--- src/rtl/seg7_pkg.sv ---
// Shared glyph table for the 7-segment display path.
// Segment bit i drives segment i+1: bit0 top ... bit5 upper-left, bit6 middle.
package seg7_pkg;

  localparam logic [6:0] GLYPH_0     = 7'b0111111;
  localparam logic [6:0] GLYPH_1     = 7'b0000110;
  localparam logic [6:0] GLYPH_2     = 7'b1011011;
  localparam logic [6:0] GLYPH_3     = 7'b1001111;
  localparam logic [6:0] GLYPH_4     = 7'b1100110;
  localparam logic [6:0] GLYPH_5     = 7'b1101101;
  localparam logic [6:0] GLYPH_6     = 7'b1111101;
  localparam logic [6:0] GLYPH_7     = 7'b0000111;
  localparam logic [6:0] GLYPH_8     = 7'b1111111;
  localparam logic [6:0] GLYPH_9     = 7'b1100111;
  localparam logic [6:0] GLYPH_A     = 7'b1110111;
  localparam logic [6:0] GLYPH_B     = 7'b1111100;
  localparam logic [6:0] GLYPH_C     = 7'b0111001;
  localparam logic [6:0] GLYPH_D     = 7'b1011110;
  localparam logic [6:0] GLYPH_E     = 7'b1111001;
  localparam logic [6:0] GLYPH_F     = 7'b1110001;
  localparam logic [6:0] GLYPH_BLANK = 7'b0000000;

  // Nibbles above 9 only render as letters in hex mode; otherwise they go dark.
  function automatic logic [6:0] glyph(input logic [3:0] nibble, input logic hex_mode);
    logic [6:0] g;
    case (nibble)
      4'h0:    g = GLYPH_0;
      4'h1:    g = GLYPH_1;
      4'h2:    g = GLYPH_2;
      4'h3:    g = GLYPH_3;
      4'h4:    g = GLYPH_4;
      4'h5:    g = GLYPH_5;
      4'h6:    g = GLYPH_6;
      4'h7:    g = GLYPH_7;
      4'h8:    g = GLYPH_8;
      4'h9:    g = GLYPH_9;
      4'hA:    g = hex_mode ? GLYPH_A : GLYPH_BLANK;
      4'hB:    g = hex_mode ? GLYPH_B : GLYPH_BLANK;
      4'hC:    g = hex_mode ? GLYPH_C : GLYPH_BLANK;
      4'hD:    g = hex_mode ? GLYPH_D : GLYPH_BLANK;
      4'hE:    g = hex_mode ? GLYPH_E : GLYPH_BLANK;
      default: g = hex_mode ? GLYPH_F : GLYPH_BLANK;
    endcase
    return g;
  endfunction

endpackage

--- src/rtl/seg7_glyph.sv ---
// Nibble to 7-segment glyph decoder; purely combinational, no backpressure.
// Active-high segments; polarity is applied at the driver's output registers.
module seg7_glyph
  import seg7_pkg::*;
(
  input  logic [3:0] nibble_i,
  input  logic       hex_mode_i,
  output logic [6:0] segments_o
);

  assign segments_o = glyph(nibble_i, hex_mode_i);

endmodule

--- src/rtl/seg7_scan_driver.sv ---
// Time-multiplexed multi-digit 7-segment driver with frame-synchronous value updates.
// Outputs registered, 1 cycle after scan index/display; load is always accepted.
module seg7_scan_driver
  import seg7_pkg::*;
#(
  parameter int NUM_DIGITS = 4,
  parameter int DIV_WIDTH  = 10,
  parameter bit ACTIVE_LOW = 1'b0
) (
  input  logic                    clk,
  input  logic                    rst_n,
  input  logic                    load_i,
  input  logic [4*NUM_DIGITS-1:0] value_i,
  input  logic                    hex_mode_i,
  input  logic                    blank_lz_i,
  output logic [6:0]              segments_o,
  output logic [NUM_DIGITS-1:0]   digit_en_o,
  output logic                    frame_done_o
);

  localparam int                    IDX_W    = $clog2(NUM_DIGITS);
  localparam logic [IDX_W-1:0]      LAST_IDX = IDX_W'(NUM_DIGITS - 1);
  localparam logic [6:0]            SEG_OFF  = {7{ACTIVE_LOW}};
  localparam logic [NUM_DIGITS-1:0] EN_OFF   = {NUM_DIGITS{ACTIVE_LOW}};

  logic [DIV_WIDTH-1:0]    prescaler_q, prescaler_d;
  logic [IDX_W-1:0]        idx_q, idx_d;
  logic [4*NUM_DIGITS-1:0] pending_q, pending_d;
  logic                    pending_vld_q, pending_vld_d;
  logic [4*NUM_DIGITS-1:0] display_q, display_d;
  logic [6:0]              segments_q, segments_d;
  logic [NUM_DIGITS-1:0]   digit_en_q, digit_en_d;
  logic                    frame_done_q, frame_done_d;

  logic                    tick;
  logic                    boundary;
  logic [3:0]              cur_nibble;
  logic [6:0]              cur_glyph;
  logic [NUM_DIGITS-1:0]   upper_zero;
  logic                    blanked;

  assign tick     = &prescaler_q;
  // Index wraps by explicit compare so non-power-of-2 digit counts scan correctly.
  assign boundary = tick && (idx_q == LAST_IDX);

  always_comb begin
    prescaler_d   = prescaler_q + DIV_WIDTH'(1);
    idx_d         = idx_q;
    pending_d     = pending_q;
    pending_vld_d = pending_vld_q;
    display_d     = display_q;
    if (tick) begin
      idx_d = boundary ? '0 : idx_q + IDX_W'(1);
    end
    if (boundary && pending_vld_q) begin
      display_d     = pending_q;
      pending_vld_d = 1'b0;
    end
    // A load coinciding with the boundary lands in pending and waits a full frame.
    if (load_i) begin
      pending_d     = value_i;
      pending_vld_d = 1'b1;
    end
  end

  assign cur_nibble = display_q[{idx_q, 2'b00} +: 4];

  seg7_glyph u_glyph (
    .nibble_i   (cur_nibble),
    .hex_mode_i (hex_mode_i),
    .segments_o (cur_glyph)
  );

  // upper_zero[k]: every nibble from k up to the most significant is zero.
  always_comb begin
    logic run;
    run        = 1'b1;
    upper_zero = '0;
    for (int k = NUM_DIGITS - 1; k >= 0; k--) begin
      run           = run && (display_q[4*k +: 4] == 4'h0);
      upper_zero[k] = run;
    end
  end

  assign blanked = blank_lz_i && (idx_q != '0) && upper_zero[idx_q];

  always_comb begin
    segments_d   = (blanked ? GLYPH_BLANK : cur_glyph) ^ SEG_OFF;
    digit_en_d   = (NUM_DIGITS'(1) << idx_q) ^ EN_OFF;
    frame_done_d = boundary;
  end

  always_ff @(posedge clk or negedge rst_n) begin
    if (!rst_n) begin
      prescaler_q   <= '0;
      idx_q         <= '0;
      pending_q     <= '0;
      pending_vld_q <= 1'b0;
      display_q     <= '0;
      segments_q    <= SEG_OFF;
      digit_en_q    <= EN_OFF;
      frame_done_q  <= 1'b0;
    end else begin
      prescaler_q   <= prescaler_d;
      idx_q         <= idx_d;
      pending_q     <= pending_d;
      pending_vld_q <= pending_vld_d;
      display_q     <= display_d;
      segments_q    <= segments_d;
      digit_en_q    <= digit_en_d;
      frame_done_q  <= frame_done_d;
    end
  end

  assign segments_o   = segments_q;
  assign digit_en_o   = digit_en_q;
  assign frame_done_o = frame_done_q;

endmodule

--- config.mk ---
export PLATFORM = sky130hd
export DESIGN_NAME = seg7_scan_driver
export DESIGN_NICKNAME = d
export VERILOG_FILES = /design/src/rtl/seg7_pkg.sv /design/src/rtl/seg7_glyph.sv /design/src/rtl/seg7_scan_driver.sv
export SDC_FILE = /design/constraint.sdc
export NUM_CORES = 1
export LEC_CHECK = 0
export ABC_AREA = 1
export CAP_MARGIN = 25
export CORE_ASPECT_RATIO = 0.6
export CORE_UTILIZATION = 52
export DETAILED_ROUTE_END_ITERATION = 8
export PLACE_DENSITY = 0.86
export SYNTH_ARGS = -nofsm -noshare
export SYNTH_HDL_FRONTEND = slang
export SYNTH_SLANG_ARGS = --single-unit
--- constraint.sdc ---
create_clock -name clk -period 3.3 [get_ports clk]
set_clock_uncertainty 0.2 [all_clocks]
set_input_delay 0.825 -clock clk [delete_from_list [all_inputs] [get_ports clk]]
set_output_delay 0.825 -clock clk [all_outputs]
set_load 0.005 [all_outputs]
==> summary.txt <==
Power
  • VDD IR max: 0.297 mV
  • Power share of the sequential group: 49.3%
  • Psw: 0.000305 W
  • Sw frac: 20.9%
  • Power per standard cell area: 429 nW/µm²
  • Lkg Pwr: 1.71 nW
  • Int Pwr: 0.00116 W
  • Clock power share: 45.8%
  • Combinational share of power: 4.9%

Layout
  • Most frequent cells in the layout: nand2_1 (89), dfrtp_1 (57), inv_1 (39)
  • Layout area overhead: 19.0%
  • # diodes: 0
  • Commonest non-fill, non-tap cell in the layout: nand2_1
  • Final #Nets: 397
  • Share of layout cells above drive strength 1: 14.6%
  • Design area: 3400 µm²

Clock tree
  • Root Driver: clkbuf_8
  • Num CTS Buffers: 9
  • Post-CTS Setup Bufs: 0
  • Worst-Skew Late Latency: 0.34 ns
  • CTS clock-pin slew for the worst setup and hold paths: 0.06 ns
  • Resize count post-CTS: 0
  • Clk sinks: 57
  • CTS tree: done
  • Clk buf depth: 2
  • H-tree levels: 3
  • CTS Hold Bufs: 0

Critical path
  • Critical path endpoint category: flip-flop
  • CP delay by family, top: simple AND/OR/NAND/NOR gates
  • Ordered cell list for the critical path: inv_2 -> nand2_1 -> nand2_1 -> nand2_1 -> nand2_2 -> nand2_1 -> nor2_1 -> nor2_1 -> inv_1 -> nor2_1 -> a21oi_1
  • Reg2reg start: idx_q[0]
  • Reg2Reg Capture Point: segments_o[0]
  • R2R Setup Slk: 1.06 ns
  • CP arrival: 2.26 ns
  • Worst Path Buf+Inv: 2
  • Crit-path most repeated cell: nand2_1
  • CP max stage delay: 0.62 ns
  • CP startpoint kind: flip-flop
  • Crit Path Max Fanout: 15
  • Critical Path RT: 3.32 ns
  • CP max stage cell: dfrtp_1
  • Critical path class: reg2reg
  • Reg2reg path depth: 11

Drt
  • Avg WL per Cell: 11.9 µm
  • DRC violations left: 8
  • Final wirelength: 5.27 mm
  • TritonRoute pass-1 iters: 7
  • Via Count: 2,254
  • Routed Antenna Nets: 0
  • DRT iter0 DRCs: 119
  • Drt via density: 5.10

Floorplan
  • Die area: 5810 µm²
  • Top Ports: 33
  • Die W: 97.7 µm
  • Starting density of the core: 55.2%
  • Cell row count: 20
  • Core footprint: 5180 µm²
  • Chip Height: 59.5 µm

Timing
  • Unrepaired setup endpoints after global routing: no
  • Maximum clock frequency: 0.446 GHz
  • Setup violations, final: 0
  • Slew headroom: 37.6%
  • Period Utilization, post-route: 67.9%
  • Worst-margin pin slew: 0.933 ns
  • Setup tns final: 0 ns
  • Final Hold Violating Endpoints: 0
  • Final min period: 2.24 ns
  • Max Transition Viols Final: 0

Run status
  • Status: complete, but fails checks
  • Failing checks: DRC

Place
  • Post-DP HPWL: 3.88 mm
  • Placement Cell Area: 3200 µm²
  • Port bufs: 32
  • Routability Congestion: 0.927

Logic synthesis
  • Main combinational cell family by area after synthesis: simple AND/OR/NAND/NOR gates
  • Synth warn: 0
  • Synth Register Bits: 57
  • Top cells by area, synth: dfrtp_1 (50%), nand2_1 (12%), o21ai_2 (5.2%)
  • Register area share after synthesis: 49.9%
  • Post-synth top area share: 49.9%
  • Mux contribution to synthesized area: 0%
  • Compound-Gate Fraction of Synth Area: 11.1%
  • Yosys top cell by area: dfrtp_1
  • Post-synthesis cell count: 337
  • Synth Area per Inst: 8.49 µm²
  • Post-Synth Adder-Cell Area: 2.19%
  • Post-Syn Nets: 363
  • XOR/XNOR Fraction of Synth Area: 2.45%
  • Simple-gate share of the synthesized area: 26.0%
  • Synthesized area: 2860 µm²
  • Distinct cell type count after synthesis: 25

Global routing
  • Most Crowded Layer GR: met2
  • Met1 Use GR: 28.3%
  • Met2 Track Usage GR: 33.1%
  • Met3 Use GR: 7.67%
  • Vias in the first global route: 2,100
  • Tot GR Track Use: 21.5%
  • First-pass GRT wire length: 9.37 mm
  • Aggregate global routing overflow: 0
  • Initial antenna violation count: 0
  • Largest net degree at the start of global routing: 34

Min path
  • Hold path startpoint: prescaler_q[0]
  • Hold depth: 1
  • Hold crit path type: reg2reg
  • Hold endpoint: prescaler_q[0]

Run
  • MaxCap Viol Count: 0
registers in the layout, indices dropped and copies added, names as in the netlist:
name,count
digit_en_o,4
display_q,16
frame_done_o,1
idx_q,2
pending_q,16
pending_vld_q,1
prescaler_q,10
segments_o,7
cell usage after synthesis:
cell      instances
nand2_1          89
dfrtp_1          57
inv_1            39
nor2_1           30
o21ai_0          26
nand3_1          21
o21ai_2          17
nand2_2          12
xor2_1            8
buf_6             5
ha_1              5
nor3_1            5
a21oi_1           3
clkbuf_1          3
inv_2             3
nand4_1           3
buf_4             2
nand3_2           2
a21o_1            1
a21oi_2           1
nand2_4           1
nor2_2            1
nor3_4            1
nor3b_4           1
o211ai_1          1
per-stage QoR:
stage / total power [W] / setup slack, ns / cells / hold slack, ns / util [%]
5_1_grt: 0.00152 / 0.831 / 442 / 0.294 / 65.7
3_5_place_dp: 0.000807 / 0.761 / 426 / 0.245 / 61.7
2_1_floorplan: 0.000758 / 1.47 / 337 / 0.222 / -
4_1_cts: 0.00148 / 1.08 / 442 / 0.253 / 65.7
3_3_place_gp: 0.000803 / 0.832 / 426 / 0.242 / 61.7
6_report: 0.00146 / 1.06 / 442 / 0.248 / 65.7
routing by layer:
layer	up-vias	wire length, µm	part of all wire [%]
li1	1128	-	-
met1	1041	2660	50
met2	74	2170	41
met3	11	365	6.9
met4	0	82	1.6
met5	-	0	0
area by class of cell:
class                           instances  area (µm²)
Timing Repair Buffer                   33         335
Sequential cell                        57        1430
Inverter                               42         158
Fill cell                             432        1780
Clock buffer                           14         173
Tap cell                               66        82.6
Clock inverter                          2        35.0
Multi-Input combinational cell        228        1190
worst max-delay path by stage:
stage / start / endpoint / slack [ns] / cells after the start
2_1_floorplan: prescaler_q[0] / display_q[10] / 1.47 / 9
3_3_place_gp: load_i / pending_q[9] / 0.83 / 2
3_5_place_dp: load_i / pending_q[13] / 0.76 / 2
4_1_cts: idx_q[0] / segments_o[0] / 1.08 / 11
5_1_grt: idx_q[0] / segments_o[0] / 0.83 / 11
6_report: idx_q[0] / segments_o[0] / 1.06 / 11
kinds of logic after synthesis:
logic type,after synthesis
adder cells (fa/ha/maj),5
AO/OA/AOI/OAI,49
AND/OR/NAND/NOR,166
flip-flops,57
XOR/XNOR,8
buffers and inverters,52
power by group through the flow:
stage          Sequential, W  Clock, W  Combinational, W
2_1_floorplan       0.000732         0         0.0000260
3_3_place_gp        0.000733         0         0.0000703
3_5_place_dp        0.000734         0         0.0000730
4_1_cts             0.000721  0.000684         0.0000732
5_1_grt             0.000722  0.000720         0.0000817
6_report            0.000721  0.000669         0.0000713
Note: power is estimated with default switching activity, not from simulation.
==> RTL change 1, RTL diff (same flow settings) <==
Make the reset (`rst_n`) synchronous in one clocked block.
--- a/src/rtl/seg7_scan_driver.sv
+++ b/src/rtl/seg7_scan_driver.sv
@@ -91,5 +91,5 @@
   end
 
-  always_ff @(posedge clk or negedge rst_n) begin
+  always_ff @(posedge clk) begin
     if (!rst_n) begin
       prescaler_q   <= '0;
Behaviour: differs if rst_n is asserted again (counterexample within 4 cycles, from zero or initial values and one cycle with rst_n low); with rst_n held inactive, the same outputs for 10 cycles.
==> RTL change 1 against the original RTL <==
  * Count of clock-buffer cells in the layout shrank 5
  * Synthesized area decreased by 7.1%
  * Routed wire length rose by 3.1%
  * Sequential cell count stayed put
  * Sequential share of layout area decreased by 5.8 points
  * First-iteration DRC count grew 19%
  * Sequential power shrank 0.6%
  * Cell area shrank 7.1%
  * Die area down 6.9%
  * Power fell by 3.2%
  * Setup slack lost 0.14 ns
  * Worst hold slack better by 0.0039 ns
  * Largest power group unchanged
  * Highest routed layer unchanged
==> RTL change 1: results (changes against the original RTL) <==
Status
  • Outcome: finished clean

Synthesis
  • Post-synthesis sequential area ratio: 42.96% (-6.9 points)
  • Synthesized net count: 423 (+17%)
  • Top cells by count, synth: sky130_fd_sc_hd__nand2_1, sky130_fd_sc_hd__nor2_1, sky130_fd_sc_hd__dfxtp_1, sky130_fd_sc_hd__inv_1, sky130_fd_sc_hd__a21oi_1
  • Dominant synthesized flop cell: sky130_fd_sc_hd__dfxtp_1
  • Ys async rst share: 0% (-100 points)

Power
  • Power density over cell area: 447.7 nW/um^2 (+4.2%)
  • Maximum VDD drop: 0.2724 mV (-8.2%)
  • Power Sequential: 717 uW (-0.6%)
  • Static leakage: 1.419 nW (-17%)
  • Design internal power: 1.096 mW (-5.3%)

Cells and area
  • Fillers: 405 (-6.3%)
  • Area-dominant class: multi-input gates
  • Final-layout clock-cell area share: 5.819% (-0.28 points)
  • Seq Cell Count: 57 (unchanged)
  • Multi-input gate share of total cell area: 38.92% (+3.8 points)
  • Nets: 452 (+14%)
  • Syn-to-layout area delta: 18.98% (about the same)
  • Share of cells above drive strength 1: 6.019% (-8.6 points)
  • Count of inverters other than clock inverters in the layout: 51 (+21%)
  • Flip-flop and latch share of the layout cell area: 36.10% (-5.8 points)

Drt
  • DR vias: 2,448 (+8.6%)
  • Total detailed-routing wirelength: 5.440 mm (+3.1%)

Place
  • Weighted congestion at the end of routability-driven global placement: 0.8806 (-5.0%)
  • Placed Area: 2977 um^2 (-6.9%)
  • Sum of net half-perimeters after detailed placement: 3.950 mm (+1.9%)

Setup path
  • Slowest CP cell: sky130_fd_sc_hd__nor2_4

Global route
  • GR Util All Layers: 22.59% (+1.1 points)
  • Wire length of the first global-routing pass: 9.280 mm (-0.96%)
[RTL change 1: routing by layer]
layer  track usage (%)  vias to the layer above  routed length, um  share of wire, %
li1                  -                     1300                  -                 -
met1             28.89                     1071               2645                49
met2             35.71                       73               2422                45
met3             6.800                        4                339               6.2
met4             9.451                        0                 32              0.59
met5                 0                        -                  0                 0
[RTL change 1: final timing paths]
| kind | end | slack [ns] | startpoint |
|---|---|---|---|
| min reg2reg | pending_q[10] | 0.25 | pending_q[10] |
| max | display_q[5] | 0.91 | prescaler_q[0] |
| max reg2reg | display_q[5] | 0.91 | prescaler_q[0] |
| min | pending_q[10] | 0.25 | pending_q[10] |
[RTL change 1: logic make-up (layout without fill, tap and decap cells)]
kind of cell	after synthesis	count (layout)	synth area share [%]
xor gates and xnor gates	1	1	0.3298
buffers and inverters	67	100	10.74
AOI/OAI and AO/OA	57	57	10.98
DFF	57	57	42.96
adders and majority gates	3	3	1.413
and+or+nand+nor	214	214	33.58
==> RTL change 2, RTL diff (same flow settings) <==
Without the edit above. Change the parameter `DIV_WIDTH` from 10 to 9.
--- a/src/rtl/seg7_scan_driver.sv
+++ b/src/rtl/seg7_scan_driver.sv
@@ -5,5 +5,5 @@
 #(
   parameter int NUM_DIGITS = 4,
-  parameter int DIV_WIDTH  = 10,
+  parameter int DIV_WIDTH  = 9,
   parameter bit ACTIVE_LOW = 1'b0
 ) (
Check against the original RTL: same outputs for any inputs over 10 cycles, from zero or initial values and one cycle with rst_n low; that may be too few to reach the edited logic, so the function may still have changed.
==> RTL change 2 against the original RTL <==
  * Setup slack lost 0.15 ns
  * Critical path type unchanged
  * Synthesized area shrank 2.1%
  * Critical endpoint is now display_q[8]
  * Power shrank 21%
  * Sequential share of layout area grew 1.3 points
  * Routed wire length grew 0.89%
  * Sequential cell count shrank 1
  * Cell area shrank 4.7%
==> RTL change 2: results (changes against the original RTL) <==
Cells and area
  • Fillers: 422 (-2.3%)
  • Share of cells above drive strength 1: 13.88% (-0.75 points)
  • Number of antenna repair diodes: 0 (unchanged)
  • Largest registers: display_q x16, pending_q x16, prescaler_q x9
  • Nets: 380 (-4.3%)

Synthesis
  • Multiplexer fraction of the synthesized cell area: 0.8043% (+0.80 points)
  • Area contributors post-synth: sky130_fd_sc_hd__dfrtp_1, sky130_fd_sc_hd__nand2_1, sky130_fd_sc_hd__o21ai_0, sky130_fd_sc_hd__inv_1, sky130_fd_sc_hd__nand3_1
  • Synthesized net count: 348 (-4.1%)
  • Top cells by count, synth: sky130_fd_sc_hd__nand2_1, sky130_fd_sc_hd__dfrtp_1, sky130_fd_sc_hd__o21ai_0, sky130_fd_sc_hd__inv_1
  • Post-synthesis adder-cell area fraction: 2.681% (+0.49 points)
  • Count of different cell masters after synthesis: 30 (+20%)
  • Area fraction in compound gates after synthesis: 8.132% (-3.0 points)
  • Average footprint of a synthesized cell: 8.723 um^2 (+2.8%)
  • Xor and xnor fraction of the mapped netlist area: 1.877% (-0.57 points)
  • Post-synthesis sequential area ratio: 50.04% (+0.18 points)

Global route
  • Vias in the first global route: 1,941 (-7.6%)
  • Grt met1 use: 31.37% (+3.0 points)
  • GR Util All Layers: 20.87% (-0.66 points)
  • Met3 track demand over resource: 4.751% (-2.9 points)
  • Pin count of the biggest net entering global routing: 33 (-2.9%)

Setup path
  • Critical path arrival: 2.37 ns (+0.11 ns)
  • Slowest CP cell: sky130_fd_sc_hd__dfrtp_1
  • Crit-path max FO: 28 (+13)
  • Reg-to-reg slack, setup: 0.91 ns (-0.15 ns)
  • Maximum cell stage delay along the critical path: 0.38 ns (-0.24 ns)

CTS
  • Clock edge transition at the registers on the reported setup and hold paths: 0.10 ns (+0.04 ns)
  • H-tree Lvls: 2 (-1)
  • Worst-case clock buffer depth: 2 (unchanged)
  • Clock latency at the later pin of the worst-skew pair: 0.31 ns (-0.03 ns)
  • Total CTS buffers: 5 (-4)

Status
  • Outcome: finished clean

Drt
  • DR vias: 2,122 (-5.9%)
  • DRT met1 WL: 2.782 mm (+4.7%)
  • Drt via density: 5.064 (-0.69%)
  • Routed length on met3: 345 um (-5.5%)
  • Detailed router's first-iteration violation count: 193 (+62%)
  • Remaining DRCs: 0 (-8)
  • Number of detailed-route iterations in the first pass: 6 (-1)
  • Met2 wire len: 2.147 mm (-0.92%)
  • Total detailed-routing wirelength: 5.321 mm (+0.89%)

Place
  • Weighted congestion at the end of routability-driven global placement: 0.8463 (-8.7%)
  • Number of placed instances with taps included: 412 (-3.3%)

Power
  • Static leakage: 1.582 nW (-7.2%)
  • Maximum VDD drop: 0.1990 mV (-33%)

Timing
  • Slew at the pin with the worst max-slew slack: 0.5714 ns (-0.3613 ns)
  • Worst hold slack across all endpoints: 0.2623 ns (+0.01390 ns)

Die
  • Die Width: 96.74 um (-1.0%)
[RTL change 2: cell types whose count changed after synthesis, moves of 3 or more]
cell                      change
sky130_fd_sc_hd__buf_6        -3
sky130_fd_sc_hd__inv_1        -7
sky130_fd_sc_hd__nand2_1      -3
sky130_fd_sc_hd__nand2_4      +6
sky130_fd_sc_hd__nand3_1      -3
sky130_fd_sc_hd__nand3_2      +3
sky130_fd_sc_hd__nor2_1      -12
sky130_fd_sc_hd__nor2_2       +3
sky130_fd_sc_hd__nor2_4       +4
sky130_fd_sc_hd__o21ai_0      +7
sky130_fd_sc_hd__o21ai_1      +3
sky130_fd_sc_hd__o21ai_2     -16
[RTL change 2: layout make-up]
class                   count  share of cell area, %
flip-flops and latches     56                  43.23
multi-input cells         219                  36.51
repair buffers             34                  10.58
inverters                  37                  4.516
well taps                  66                  2.547
clock buffers               5                  2.123
clock inverters             2                 0.5017
[RTL change 2: worst register-to-register path: stages, from the launching register on]
cell,delay [ns]
sky130_fd_sc_hd__dfrtp_1,0.38
sky130_fd_sc_hd__ha_1,0.19
sky130_fd_sc_hd__nand3_1,0.11
sky130_fd_sc_hd__nor2_1,0.10
sky130_fd_sc_hd__nand2_1,0.08
sky130_fd_sc_hd__nor3_1,0.16
sky130_fd_sc_hd__ha_1,0.25
sky130_fd_sc_hd__nand2_1,0.11
sky130_fd_sc_hd__nor2_1,0.26
sky130_fd_sc_hd__inv_2,0.23
sky130_fd_sc_hd__nand2_1,0.12
sky130_fd_sc_hd__o21ai_0,0.08
[RTL change 2: kinds of logic (layout without fill, tap and decap cells)]
kind of cell | after synthesis | in the layout
muxes | 2 | 2
AOI/OAI and AO/OA | 44 | 44
xor gates and xnor gates | 6 | 6
and+or+nand+nor | 161 | 161
adders and majority gates | 6 | 6
buffers and inverters | 46 | 78
DFF | 56 | 56
[RTL change 2: power breakdown]
group	internal (mW)	total [mW]	switching, mW
Clock	0.149	0.373	0.224
Combinational	0.0324	0.0690	0.0366
Sequential	0.703	0.709	0.00546
[RTL change 2: stage by stage]
stage	cell area, um^2	setup slack [ns]
after CTS	3242	0.9065
after global placement	3157	0.9648
after global routing	3242	0.5845
after floorplan	2800	1.098
after detailed placement	3157	0.9265
final	3242	0.9099
[RTL change 2: worst paths after layout]
| path | cells after the start | start | endpoint |
|---|---|---|---|
| max | 11 | prescaler_q[0] | display_q[8] |
| min | 1 | prescaler_q[0] | prescaler_q[0] |
| max reg2reg | 11 | prescaler_q[0] | display_q[8] |
| min reg2reg | 1 | prescaler_q[0] | prescaler_q[0] |
| max in group asynchronous | 2 | rst_n | display_q[7] |
| min in group asynchronous | 1 | rst_n | prescaler_q[3] |
